`config.mk`:
```
export PLATFORM = sky130hd
export DESIGN_NAME = xif_offload_ctrl
export DESIGN_NICKNAME = d
export VERILOG_FILES = /design/src/rtl/xif_pkg.sv /design/src/rtl/xif_id_scoreboard.sv /design/src/rtl/xif_offload_ctrl.sv
export SDC_FILE = /design/constraint.sdc
export NUM_CORES = 1
export LEC_CHECK = 0
export BUFFER_PORTS_ARGS = -buffer_cell sky130_fd_sc_hd__buf_2
export CORE_UTILIZATION = 35
export CTS_CLUSTER_SIZE = 24
export DETAILED_ROUTE_END_ITERATION = 8
export SETUP_SLACK_MARGIN = 0.05
export SLEW_MARGIN = 40
export SYNTH_ARGS = -nofsm -noshare
export SYNTH_HDL_FRONTEND = slang
export SYNTH_HIERARCHICAL = 1
export SYNTH_SLANG_ARGS = --single-unit
export TNS_END_PERCENT = 1
```
`constraint.sdc`:
```
create_clock -name ck -period 12.7 [get_ports ck]
set_input_delay 1.27 -clock ck [delete_from_list [all_inputs] [get_ports ck]]
set_output_delay 1.27 -clock ck [all_outputs]
set_load 0.01 [all_outputs]
```
`src/rtl/xif_pkg.sv`:
```
// Shared types and default widths for the XIF offload controller.
package xif_pkg;

  localparam int XIF_ID_W    = 4;
  localparam int XIF_XLEN    = 32;
  localparam int XIF_MAX_OUT = 8;

  typedef enum logic [1:0] {
    IDLE,
    ISSUE,
    COMMIT
  } state_t;

  typedef struct packed {
    logic [31:0]          instr;
    logic [XIF_ID_W-1:0]  id;
    logic [XIF_XLEN-1:0]  rs1;
  } xif_issue_t;

  typedef struct packed {
    logic [XIF_ID_W-1:0]  id;
    logic [XIF_XLEN-1:0]  data;
    logic [4:0]           rd;
    logic                 we;
  } xif_result_t;

endpackage

```
`src/rtl/xif_id_scoreboard.sv`:
```
// Outstanding-ID bitmap with one set port, two clear ports, two lookups and a popcount.
module xif_id_scoreboard #(
  parameter int ID_W = 4
) (
  input  logic            ck,
  input  logic            rst,
  input  logic            set_en,
  input  logic [ID_W-1:0] set_id,
  input  logic            clr_a_en,
  input  logic [ID_W-1:0] clr_a_id,
  input  logic            clr_b_en,
  input  logic [ID_W-1:0] clr_b_id,
  input  logic [ID_W-1:0] look_a_id,
  output logic            look_a_hit,
  input  logic [ID_W-1:0] look_b_id,
  output logic            look_b_hit,
  output logic [ID_W:0]   count
);

  localparam int N = 2 ** ID_W;

  logic [N-1:0] bits;
  logic [N-1:0] set_mask;
  logic [N-1:0] clr_mask;

  always_comb begin
    set_mask = '0;
    clr_mask = '0;
    if (set_en)   set_mask[set_id]   = 1'b1;
    if (clr_a_en) clr_mask[clr_a_id] = 1'b1;
    if (clr_b_en) clr_mask[clr_b_id] = 1'b1;
  end

  // Set and clear never target the same ID in one edge, so ordering is immaterial.
  always_ff @(posedge ck or negedge rst) begin
    if (!rst) bits <= '0;
    else      bits <= (bits & ~clr_mask) | set_mask;
  end

  assign look_a_hit = bits[look_a_id];
  assign look_b_hit = bits[look_b_id];

  always_comb begin
    count = '0;
    for (int i = 0; i < N; i++) count = count + {{ID_W{1'b0}}, bits[i]};
  end

endmodule

```
`src/rtl/xif_offload_ctrl.sv`:
```
// Core-side XIF initiator: allocates IDs, runs issue/commit handshakes, returns writebacks.
//   state  | meaning
//   IDLE   | waiting for an instruction from the core
//   ISSUE  | issue request held until the coprocessor samples it
//   COMMIT | one-cycle commit (or kill) of the issued ID
module xif_offload_ctrl
  import xif_pkg::*;
#(
  parameter int X_ID_WIDTH      = XIF_ID_W,
  parameter int MAX_OUTSTANDING = XIF_MAX_OUT,
  parameter int XLEN            = XIF_XLEN
) (
  input  logic                  ck,
  input  logic                  rst,
  input  logic                  instr_valid,
  output logic                  instr_ready,
  input  logic [31:0]           instr,
  input  logic [XLEN-1:0]       rs1_data,
  input  logic                  flush,
  output logic                  issue_valid,
  input  logic                  issue_ready,
  output logic [31:0]           issue_instr,
  output logic [X_ID_WIDTH-1:0] issue_id,
  output logic [XLEN-1:0]       issue_rs1,
  input  logic                  issue_accept,
  output logic                  commit_valid,
  output logic [X_ID_WIDTH-1:0] commit_id,
  output logic                  commit_kill,
  input  logic                  result_valid,
  output logic                  result_ready,
  input  logic [X_ID_WIDTH-1:0] result_id,
  input  logic [XLEN-1:0]       result_data,
  input  logic [4:0]            result_rd,
  input  logic                  result_we,
  output logic                  wb_valid,
  output logic [4:0]            wb_rd,
  output logic [XLEN-1:0]       wb_data,
  output logic                  illegal_instr,
  output logic                  protocol_err,
  output logic [X_ID_WIDTH:0]   outstanding_cnt
);

  localparam logic [X_ID_WIDTH:0] MAX_CNT = (X_ID_WIDTH + 1)'(MAX_OUTSTANDING);

  state_t                state;
  state_t                state_nxt;
  logic [X_ID_WIDTH-1:0] next_id;
  xif_issue_t            iss;
  xif_result_t           res;
  logic                  run_q;
  logic                  illegal_q;
  logic                  perr_q;
  logic                  wb_valid_q;
  logic [4:0]            wb_rd_q;
  logic [XLEN-1:0]       wb_data_q;
  logic                  next_busy;
  logic                  res_hit;
  logic                  take;
  logic                  hs_accept;
  logic                  hs_reject;
  logic                  res_fire;
  logic                  kill;

  assign res       = '{id: result_id, data: result_data, rd: result_rd, we: result_we};
  assign take      = instr_valid && instr_ready;
  assign hs_accept = (state == ISSUE) && issue_ready && issue_accept;
  assign hs_reject = (state == ISSUE) && issue_ready && !issue_accept;
  assign res_fire  = result_valid && run_q;
  assign kill      = (state == COMMIT) && flush;

  // Lookups use the pre-edge bitmap: a result for the ID issued this cycle is unknown.
  xif_id_scoreboard #(.ID_W(X_ID_WIDTH)) u_sb (
    .ck         (ck),
    .rst        (rst),
    .set_en     (hs_accept),
    .set_id     (iss.id),
    .clr_a_en   (res_fire && res_hit),
    .clr_a_id   (res.id),
    .clr_b_en   (kill),
    .clr_b_id   (iss.id),
    .look_a_id  (next_id),
    .look_a_hit (next_busy),
    .look_b_id  (res.id),
    .look_b_hit (res_hit),
    .count      (outstanding_cnt)
  );

  always_ff @(posedge ck or negedge rst) begin
    if (!rst) state <= IDLE;
    else      state <= state_nxt;
  end

  always_comb begin
    state_nxt = state;
    case (state)
      IDLE:    if (take) state_nxt = ISSUE;
      ISSUE:   if (issue_ready) state_nxt = issue_accept ? COMMIT : IDLE;
      COMMIT:  state_nxt = IDLE;
      default: state_nxt = IDLE;
    endcase
  end

  always_comb begin
    instr_ready  = run_q && (state == IDLE) && (outstanding_cnt < MAX_CNT) && !next_busy;
    issue_valid  = (state == ISSUE);
    commit_valid = (state == COMMIT);
    commit_kill  = kill;
  end

  always_ff @(posedge ck or negedge rst) begin
    if (!rst) begin
      run_q      <= 1'b0;
      next_id    <= '0;
      iss        <= '0;
      illegal_q  <= 1'b0;
      perr_q     <= 1'b0;
      wb_valid_q <= 1'b0;
      wb_rd_q    <= '0;
      wb_data_q  <= '0;
    end else begin
      run_q      <= 1'b1;
      illegal_q  <= hs_reject;
      perr_q     <= res_fire && !res_hit;
      wb_valid_q <= res_fire && res_hit && res.we;
      if (take) iss <= '{instr: instr, id: next_id, rs1: rs1_data};
      if (hs_accept) next_id <= next_id + 1'b1;
      if (res_fire && res_hit && res.we) begin
        wb_rd_q   <= res.rd;
        wb_data_q <= res.data;
      end
    end
  end

  assign result_ready  = run_q;
  assign issue_instr   = iss.instr;
  assign issue_id      = iss.id;
  assign issue_rs1     = iss.rs1;
  assign commit_id     = iss.id;
  assign illegal_instr = illegal_q;
  assign protocol_err  = perr_q;
  assign wb_valid      = wb_valid_q;
  assign wb_rd         = wb_rd_q;
  assign wb_data       = wb_data_q;

endmodule

```
# Word-level counts from Yosys, hierarchy flattened
# Index checks and enable logic that the tools add are counted.
[classes]
magnitude_cmp = 6
eq_ne = 4
bitwise_logic = 4
addsub = 16
reduce_logical = 19
muxes = 15
[op_table]
columns = ["operator", "n"]
rows = [
  ["5-bit by 1-bit adder with 5-bit output", 14],
  ["16-bit 2-to-1 mux", 3],
  ["16-bit bitwise OR", 2],
  ["16-bit AND", 1],
  ["16-bit inverter", 1],
  ["4-bit by 5-bit less-than comparator with 1-bit output (second input constant)", 3],
  ["1-bit logical AND", 14],
  ["1-bit binary-select mux with 4-bit select", 2],
  ["1-bit demux with 4-bit select", 2],
  ["4-bit by 1-bit greater-or-equal comparator with 1-bit output (second input constant)", 2],
  ["2-bit 2-to-1 mux", 3],
  ["5-bit by 4-bit less-than comparator with 1-bit output (second input constant)", 1],
  ["4-bit by 1-bit adder with 4-bit output (second input constant)", 1],
  ["1-bit 2-to-1 mux", 4],
  ["2-bit case mux with 2 select lines", 1],
  ["1-bit logical NOT", 3],
  ["1-bit by 1-bit adder with 2-bit output", 1],
  ["2-bit by 1-bit == test with 1-bit output (second input constant)", 1],
  ["2-bit == test (second input constant)", 1],
  ["2-bit logical NOT", 1],
  ["2-bit by 1-bit inequality test with 1-bit output (second input constant)", 1],
  ["2-bit inequality test (second input constant)", 1],
  ["2-bit AND reduction", 1],
]
[totals]
regBits = 131
output_inout_bits = 122
elab_cells = 76

# Longest topological paths before layout
# Gate-level depths: netlist (run 1).
[depth]
depth_word = 21
mapped_depth = 18
mapped_depth_nobuf = 15

# Cells and area by module
# Netlist (run 1), hierarchy kept.
[modules_own_cells]
columns = ["mod", "cells_each", "instances", "area_each_um2", "seq_area_each_um2"]
rows = [
  ["xif_offload_ctrl", 261, 1, 4360.4, 2877.8],
  ["xif_id_scoreboard", 127, 1, 1472.7, 400.4],
]

# Worst setup path before layout (run 1)
# Ideal clock, no wire load.
[synth_path]
path_kind = "register -> output"
startpoint = "reg u_sb.bits[11]"
endpoint = "out instr_ready"
t_required_ns = 11.430
stages_incl_launch_ff = 15
n_path_buf = 0
arrival_ns = 4.051
slack_ns = 7.379
path_cell_list = "dfrtp_1 fa_1 inv_1 fa_1 inv_1 fa_1 inv_1 fa_1 inv_1 ha_1 fa_1 a21oi_1 nor2b_1 or4b_1 nor3_1"
[synth_between]
elab_chain_cells = 8
elab_cells_between_ends = 11
[synth_lines]
columns = ["item", "line_no", "source"]
rows = [
  ["start: declaration", "xif_id_scoreboard.sv:22", "logic [N-1:0] bits;"],
  ["start signal: assignment", "xif_id_scoreboard.sv:37", "else bits <= (bits & ~clr_mask) | set_mask;"],
  ["5-bit by 1-bit adder with 5-bit output (5 in a row)", "xif_id_scoreboard.sv:45", "for (int i = 0; i < N; i++) count = count + {{ID_W{1'b0}}, bits[i]};"],
  ["named net outstanding_cnt[4]", "xif_offload_ctrl.sv:40", "output logic [X_ID_WIDTH:0] outstanding_cnt"],
  ["5-bit by 4-bit less-than comparator with 1-bit output", "xif_offload_ctrl.sv:104", "instr_ready = run_q && (state == IDLE) && (outstanding_cnt < MAX_CNT) && !next_busy;"],
  ["1-bit logical AND (2 in a row)", "xif_offload_ctrl.sv:104", ""],
  ["end: declaration", "xif_offload_ctrl.sv:16", "output logic instr_ready,"],
]
# The timed path passes the listed nets, and every way through them passes these cells. The select of a mux whose other input is x is not followed.

# Final worst setup path (run 1)
[layout_path]
startpoint = "reg u_sb.bits[11]"
endpoint = "out instr_ready"
[layout_between]
elab_chain_cells = 8
elab_cells_between_ends = 11
[layout_lines]
columns = ["item", "line_no"]
rows = [
  ["5-bit by 1-bit adder with 5-bit output (5 in a row)", "xif_id_scoreboard.sv:45"],
  ["5-bit by 4-bit less-than comparator with 1-bit output", "xif_offload_ctrl.sv:104"],
  ["1-bit logical AND", "xif_offload_ctrl.sv:104"],
  ["1-bit logical AND (*)", "xif_offload_ctrl.sv:104"],
]
# Every way passes the cells marked *; elsewhere a longest branch is shown, timed or not. The select of a mux whose other input is x is not followed.

==> results.py, run 1 <==
metrics = {
    "floorplan": {
        "ioPinCount": 235,
        "rows": 46,
        "die_area_um2": 17200,
        "coreArea_um2": 16100,
        "initial_utilization_pct": 36.3,
        "die_h_um": 131,
        "fp.dieW_um": 131,
    },
    "grt": {
        "antenna_found_initial": 0,
        "grt_max_degree": 76,
        "overflow": 0,
        "grt_pass1_wl_mm": 21.3,
        "gr-usage-all-layers_pct": 16.5,
        "grt_pass1_vias": 4274,
    },
    "status": {
        "outcome": "finished, final reports clean",
    },
    "timing": {
        "fin_crit_ns": 5.88,
        "finalHoldViolations": 0,
        "drv_slew": 0,
        "setup_viol": 0,
        "hold_slack_ns": 0.499,
        "rsz0062_at_grt": "no",
        "worst_pin_slew_ns": 0.687,
        "period_share_pct": 46.3,
        "slew_headroom_pct": 54.2,
        "fmax_mhz": 170,
        "skew_ns": 0.00832,
        "fin_tns_setup_ns": 0,
    },
    "synth": {
        "synth-edff-count": 0,
        "synth_area_um2": 5830,
        "synthCells": 388,
        "ys_seq_elements": 131,
        "synth_top_cell_by_area": "dfrtp_1",
        "yosys_warnings": 6,
        "synth_area_per_cell_um2": 15.0,
        "synth_top_area_share_pct": 56.2,
        "synth_fp_nets": 517,
        "synthArstFlopShare_pct": 100,
        "synth_flop_cell": "dfrtp_1",
        "synth_cell_types": 37,
        "yosysSeqAreaShare_pct": 56.2,
        "synth.most_common_cell": "dfrtp_1",
        "ys_top_cells_by_count": "dfrtp_1, mux2_2, inv_1, fa_1, mux2_4",
        "yosys-top-cells-area": "dfrtp_1, mux2_2, mux4_1",
    },
    "place": {
        "hpwlAfterDp_mm": 10.4,
        "dp.cells": 824,
        "numPortBuffers": 234,
        "gp_congestion": 0.872,
    },
    "detailed_routing": {
        "dr.pass1.iters": 4,
        "final_antenna_net_count": 0,
        "drt_wl_total_mm": 14.0,
        "wl_per_cell_um": 16.3,
        "via_per_inst": 4.87,
        "vias": 4168,
        "drc": 0,
        "drt-initial-drc-count": 180,
    },
    "critical_path": {
        "required_ns": 11.43,
        "cp-end-kind": "output port",
        "r2r_slack_ns": 7.28,
        "critPathMaxFanout": 4,
        "worst-setup-path-type": "flip-flop to output port",
        "crit-reg2reg-launch": "u_sb/bits[11]",
        "cp-startpoint": "u_sb/bits[11]",
        "startpoint_type": "flip-flop",
        "endpoint": "instr_ready",
        "cp.arrival_ns": 4.61,
        "r2r-end": "issue_instr[27]",
        "r2r_cells": 16,
    },
    "cts": {
        "cts_sinks": 131,
        "cts_hold_buf": 0,
        "ctsResizeCount": 0,
        "clockBufferDepth": 2,
        "cts_htree_levels": 4,
        "clock_latency_ns": 0.41,
        "tritoncts": "done",
        "clk_pin_slew_ns": 0.05,
        "cts_made_buffers": 17,
        "cts-root-buf": "clkbuf_16",
        "cts_setup_buffers": 0,
    },
    "final_layout": {
        "stdcell_count": 855,
        "n_antenna_cell": 0,
        "final_nets": 756,
        "seqCellArea_um2": 3280,
        "syn_to_final_growth_pct": 33.3,
        "final_util_pct": 48.4,
        "multiInputGateArea_um2": 2370,
        "fillers": 1429,
        "drive_gt1_share_pct": 58.7,
    },
    "power_and_ir_drop": {
        "powerDensity_nw_per_um2": 275,
        "p_leak_nw": 3.96,
        "peakVddDrop_mv": 0.123,
    },
    "job": {
        "drv_cap": 0,
    },
    "hold_path": {
        "min_path_type": "flip-flop to flip-flop",
    },
}
power breakdown:
part / switching, W / internal [W]
Clock: 0.000179 / 0.000272
Sequential: 0.000130 / 0.000611
Combinational: 0.000459 / 0.000486
Total: 0.000768 / 0.00137
critical path: stages, from the launching register on:
cell and delay [ns]:
dfrtp_1 0.42, fa_1 0.54, inv_1 0.05, fa_1 0.47, inv_1 0.05, fa_1 0.48
inv_1 0.05, fa_1 0.47, inv_1 0.04, ha_1 0.20, fa_1 0.41, a21oi_1 0.17
nor2b_1 0.07, or4b_1 0.49, nor3_1 0.14, buf_2 0.16
sequential cells by signal, indices dropped and copies added, names as in the netlist:
| signal | flops |
|---|---|
| wb_data | 32 |
| commit_id | 4 |
| state | 2 |
| issue_rs1 | 32 |
| illegal_instr | 1 |
| next_id | 4 |
| issue_instr | 32 |
| result_ready | 1 |
| wb_valid | 1 |
| wb_rd | 5 |
| protocol_err | 1 |
| u_sb/bits | 16 |
cells by family after synthesis:
kind of cell               share of synthesized area (%)
DFF                                                 56.2
and+or+nand+nor                                     4.35
AOI/OAI and AO/OA                                   5.02
muxes                                               25.7
adders and majority gates                           4.72
buffers and inverters                               3.22
other                                             0.0643
xor gates and xnor gates                           0.751
through the flow:
step | area (um^2) | setup slack (ns) | total power (W)
after floorplan | 5830 | 7.38 | 0.00135
after global placement | 7190 | 7.32 | 0.00167
after detailed placement | 7220 | 7.25 | 0.00171
after CTS | 7770 | 6.80 | 0.00217
after global routing | 7770 | 6.60 | 0.00231
final | 7770 | 6.82 | 0.00214
how the worst min path moves through the flow:
stage	start	to	cells past startpoint
6_report	wb_data[20]	wb_data[20]	1
5_1_grt	issue_instr[31]	issue_instr[31]	1
4_1_cts	wb_data[20]	wb_data[20]	1
3_5_place_dp	wb_data[13]	wb_data[13]	1
3_3_place_gp	issue_rs1[4]	issue_rs1[4]	1
2_1_floorplan	u_sb/bits[7]	u_sb/bits[7]	1
routing by layer:
metal	GRT usage (%)	vias up	share of wire (%)
li1	-	1881	-
met1	19.3	2054	40
met2	27.6	204	50
met3	5.44	29	8.5
met4	7.78	0	2.2
met5	0	-	0
cell usage in the layout, fill, tap and decap left out, types with 6 or more instances in the layout:
cell	instances
mux2_4	9
nor2b_1	7
mux2_2	97
a22oi_1	8
mux4_1	8
a22o_1	8
mux2i_1	6
dfrtp_1	131
ha_1	6
inv_1	23
fa_1	10
buf_2	233
clkbuf_16	17
area by class of cell:
cell class | instances | share of cell area, %
sequential | 131 | 42.2
multi-input combinational | 217 | 30.5
timing repair buffer | 237 | 15.6
clock buffer | 18 | 5.65
tap | 216 | 3.48
clock inverter | 13 | 1.45
inverter | 23 | 1.11
No activity file was read; power rests on OpenSTA's default activity.
==> run 2, diff against run 1 <==
Settings changed: ABC_AREA set to 1.
Clock period 12.7 ns to 5.9 ns, I/O delays scaled along.
==> run 2 against run 1 <==
Core utilization fell by 1.3 points. Sequential power rose by 100%. Non-clock buffer count grew 3. Register-to-register slack got worse by 6.0 ns. Synthesized cell count grew 94%. Clock power grew 150%. Die area increased by 7.5%. Synthesized area is 7.6% higher. Setup slack worse by 5.8 ns. Routed wire length grew 30%.
==> results.py, run 2 <==
metrics = {
    "final_layout": {
        "postLayoutCellArea_um2": 8200,
        "seqCellArea_um2": 3280,
        "fillers": 1744,
        "drive_gt1_share_pct": 29.3,
        "layout_common_cells": "nand2_1, buf_2, dfrtp_1",
        "stdcell_count": 1204,
        "syn_to_final_growth_pct": 30.7,
        "multiInputGateArea_um2": 2530,
        "final_common_cell": "nand2_1",
        "final_nets": 1095,
    },
    "cts": {
        "clk_pin_slew_ns": 0.06,
        "cts-root-buf": "clkbuf_16",
        "cts_hold_buf": 0,
        "tritoncts": "done",
        "clock_latency_ns": 0.42,
        "cts_setup_buffers": 0,
        "clockBufferDepth": 2,
        "cts_sinks": 131,
        "cts_made_buffers": 17,
        "ctsResizeCount": 0,
        "cts_htree_levels": 4,
    },
    "critical_path": {
        "cp-end-kind": "output port",
        "startpoint_type": "flip-flop",
        "worst-setup-path-type": "flip-flop to output port",
        "path_common_cell": "fa_1",
        "crit-reg2reg-launch": "u_sb/bits[11]",
        "r2r_slack_ns": 1.25,
        "r2r-end": "issue_rs1[3]",
        "cp.arrival_ns": 4.31,
        "crit_path_top_delay_cell": "fa_1",
        "max_stage_delay_ns": 0.53,
        "required_ns": 5.31,
        "cp_top_family": "adder cells",
        "r2r_cells": 16,
        "critPathMaxFanout": 3,
        "path_cells": "fa_1 > inv_1 > fa_1 > inv_1 > fa_1 > inv_1 > fa_1 > inv_1 > ha_1 > fa_1 > nand2_1 > a21boi_0 > nor4_1 > buf_2",
        "cp_num_buf_inv": 5,
    },
    "synth": {
        "synth_top_area_share_pct": 52.2,
        "synth_flop_cell": "dfrtp_1",
        "synth_compound_area_share_pct": 3.27,
        "synth_top_cell_by_area": "dfrtp_1",
        "yosys-top-cells-area": "dfrtp_1, nand2_1, nand4_1",
        "synthAdderAreaFrac_pct": 4.39,
        "synth_cell_types": 33,
        "muxShareOfSynthArea_pct": 0,
        "yosysSeqAreaShare_pct": 52.2,
        "synth_fp_nets": 880,
        "synthCells": 751,
        "ys_seq_elements": 131,
        "synth_area_um2": 6280,
        "synthXorXnorAreaFrac_pct": 0.558,
        "synth.most_common_cell": "nand2_1",
        "synthArstFlopShare_pct": 100,
        "ys_top_cells_by_count": "nand2_1, dfrtp_1, nand4_1, inv_1, nand3_1",
        "yosys_warnings": 6,
        "synth_top_family_by_area": "simple AND/OR/NAND/NOR gates",
        "synthSimpleGateAreaFrac_pct": 31.9,
        "synth_area_per_cell_um2": 8.36,
        "synth-edff-count": 0,
    },
    "detailed_routing": {
        "wl_per_cell_um": 15.1,
        "final_antenna_net_count": 0,
        "drt-initial-drc-count": 378,
        "drt_wl_total_mm": 18.2,
        "via_per_inst": 4.90,
        "drc": 0,
        "vias": 5896,
        "dr.pass1.iters": 5,
    },
    "timing": {
        "rsz0062_at_grt": "no",
        "finalHoldViolations": 0,
        "worst_pin_slew_ns": 0.803,
        "fmax_mhz": 204,
        "period_share_pct": 83.1,
        "setup_viol": 0,
        "fin_tns_setup_ns": 0,
        "fin_ws_ns": 1.00,
        "drv_slew": 0,
        "hold_slack_ns": 0.148,
        "fin_crit_ns": 4.90,
        "skew_ns": 0.00958,
        "slew_headroom_pct": 46.5,
    },
    "power_and_ir_drop": {
        "p_leak_nw": 4.61,
        "peakVddDrop_mv": 0.415,
        "powerDensity_nw_per_um2": 579,
    },
    "hold_path": {
        "min_path_type": "primary input to asynchronous set/reset pin",
    },
    "floorplan": {
        "ioPinCount": 235,
        "die_area_um2": 18500,
        "die_h_um": 136,
        "coreArea_um2": 17400,
        "rows": 48,
        "initial_utilization_pct": 36.0,
        "fp.dieW_um": 136,
    },
    "status": {
        "outcome": "finished, final reports clean",
    },
    "place": {
        "dpl-instance-area_um2": 7580,
        "gp_congestion": 0.833,
        "place_ws_ns": 1.24,
        "numPortBuffers": 234,
        "hpwlAfterDp_mm": 12.6,
        "dp.cells": 1172,
    },
    "grt": {
        "overflow": 0,
        "grt_pass1_wl_mm": 28.7,
        "grt_pass1_vias": 5656,
        "grt_max_degree": 70,
        "antenna_found_initial": 1,
        "gr-usage-all-layers_pct": 20.1,
    },
    "job": {
        "drv_cap": 0,
    },
}
## run 2: cell count changes after synthesis, moves of 9 or more
cell / delta
buf_2: +11
clkbuf_1: +9
inv_1: +34
mux2_2: -97
mux2_4: -9
nand2_1: +305
nand3_1: +47
nand4_1: +70
nor2_1: +11
o21ai_1: +11
## run 2: layout make-up
cell class | count | share of cell area [%]
clock inverters | 12 | 2.20
diodes | 1 | 0.0305
flip-flops and latches | 131 | 40.0
well taps | 225 | 3.43
inverters | 64 | 2.99
multi-input cells | 512 | 30.9
repair buffers | 240 | 15.1
clock buffers | 19 | 5.40
## run 2: how the worst max path moves through the flow
stage | from | to | slack [ns] | depth (start not counted)
6_report | u_sb/bits[11] | instr_ready | 1.0 | 14
5_1_grt | u_sb/bits[11] | instr_ready | 0.70 | 14
4_1_cts | u_sb/bits[5] | instr_ready | 0.95 | 14
3_5_place_dp | u_sb/bits[5] | issue_rs1[3] | 1.24 | 16
3_3_place_gp | u_sb/bits[5] | issue_instr[2] | 1.31 | 16
2_1_floorplan | u_sb/bits[11] | instr_ready | 1.44 | 13
## run 2: layer usage
metal  vias to the layer above  global-route usage (%)  wire, um
li1                       2862                       -         -
met1                      2728                    25.3      7680
met2                       282                    31.7      8430
met3                        24                    7.01      1710
met4                         0                    7.72       386
met5                         -                       0         0
## run 2: power breakdown
part	total, W	switching (W)	internal [W]
Combinational	0.00215	0.00139	0.000766
Sequential	0.00149	0.000250	0.00124
Clock	0.00111	0.000394	0.000718
## run 2: logic make-up after synthesis
logic type	count (synthesis)
AND/OR/NAND/NOR	456
AO/OA/AOI/OAI	35
adder cells (fa/ha/maj)	16
buffers and inverters	108
flip-flops	131
XOR/XNOR	4
other	1
## run 2: stage by stage
step	util, %	total power (W)
2_1_floorplan	-	0.00290
3_3_place_gp	43.5	0.00364
3_5_place_dp	43.5	0.00368
4_1_cts	47.1	0.00483
5_1_grt	47.1	0.00517
6_report	47.1	0.00475
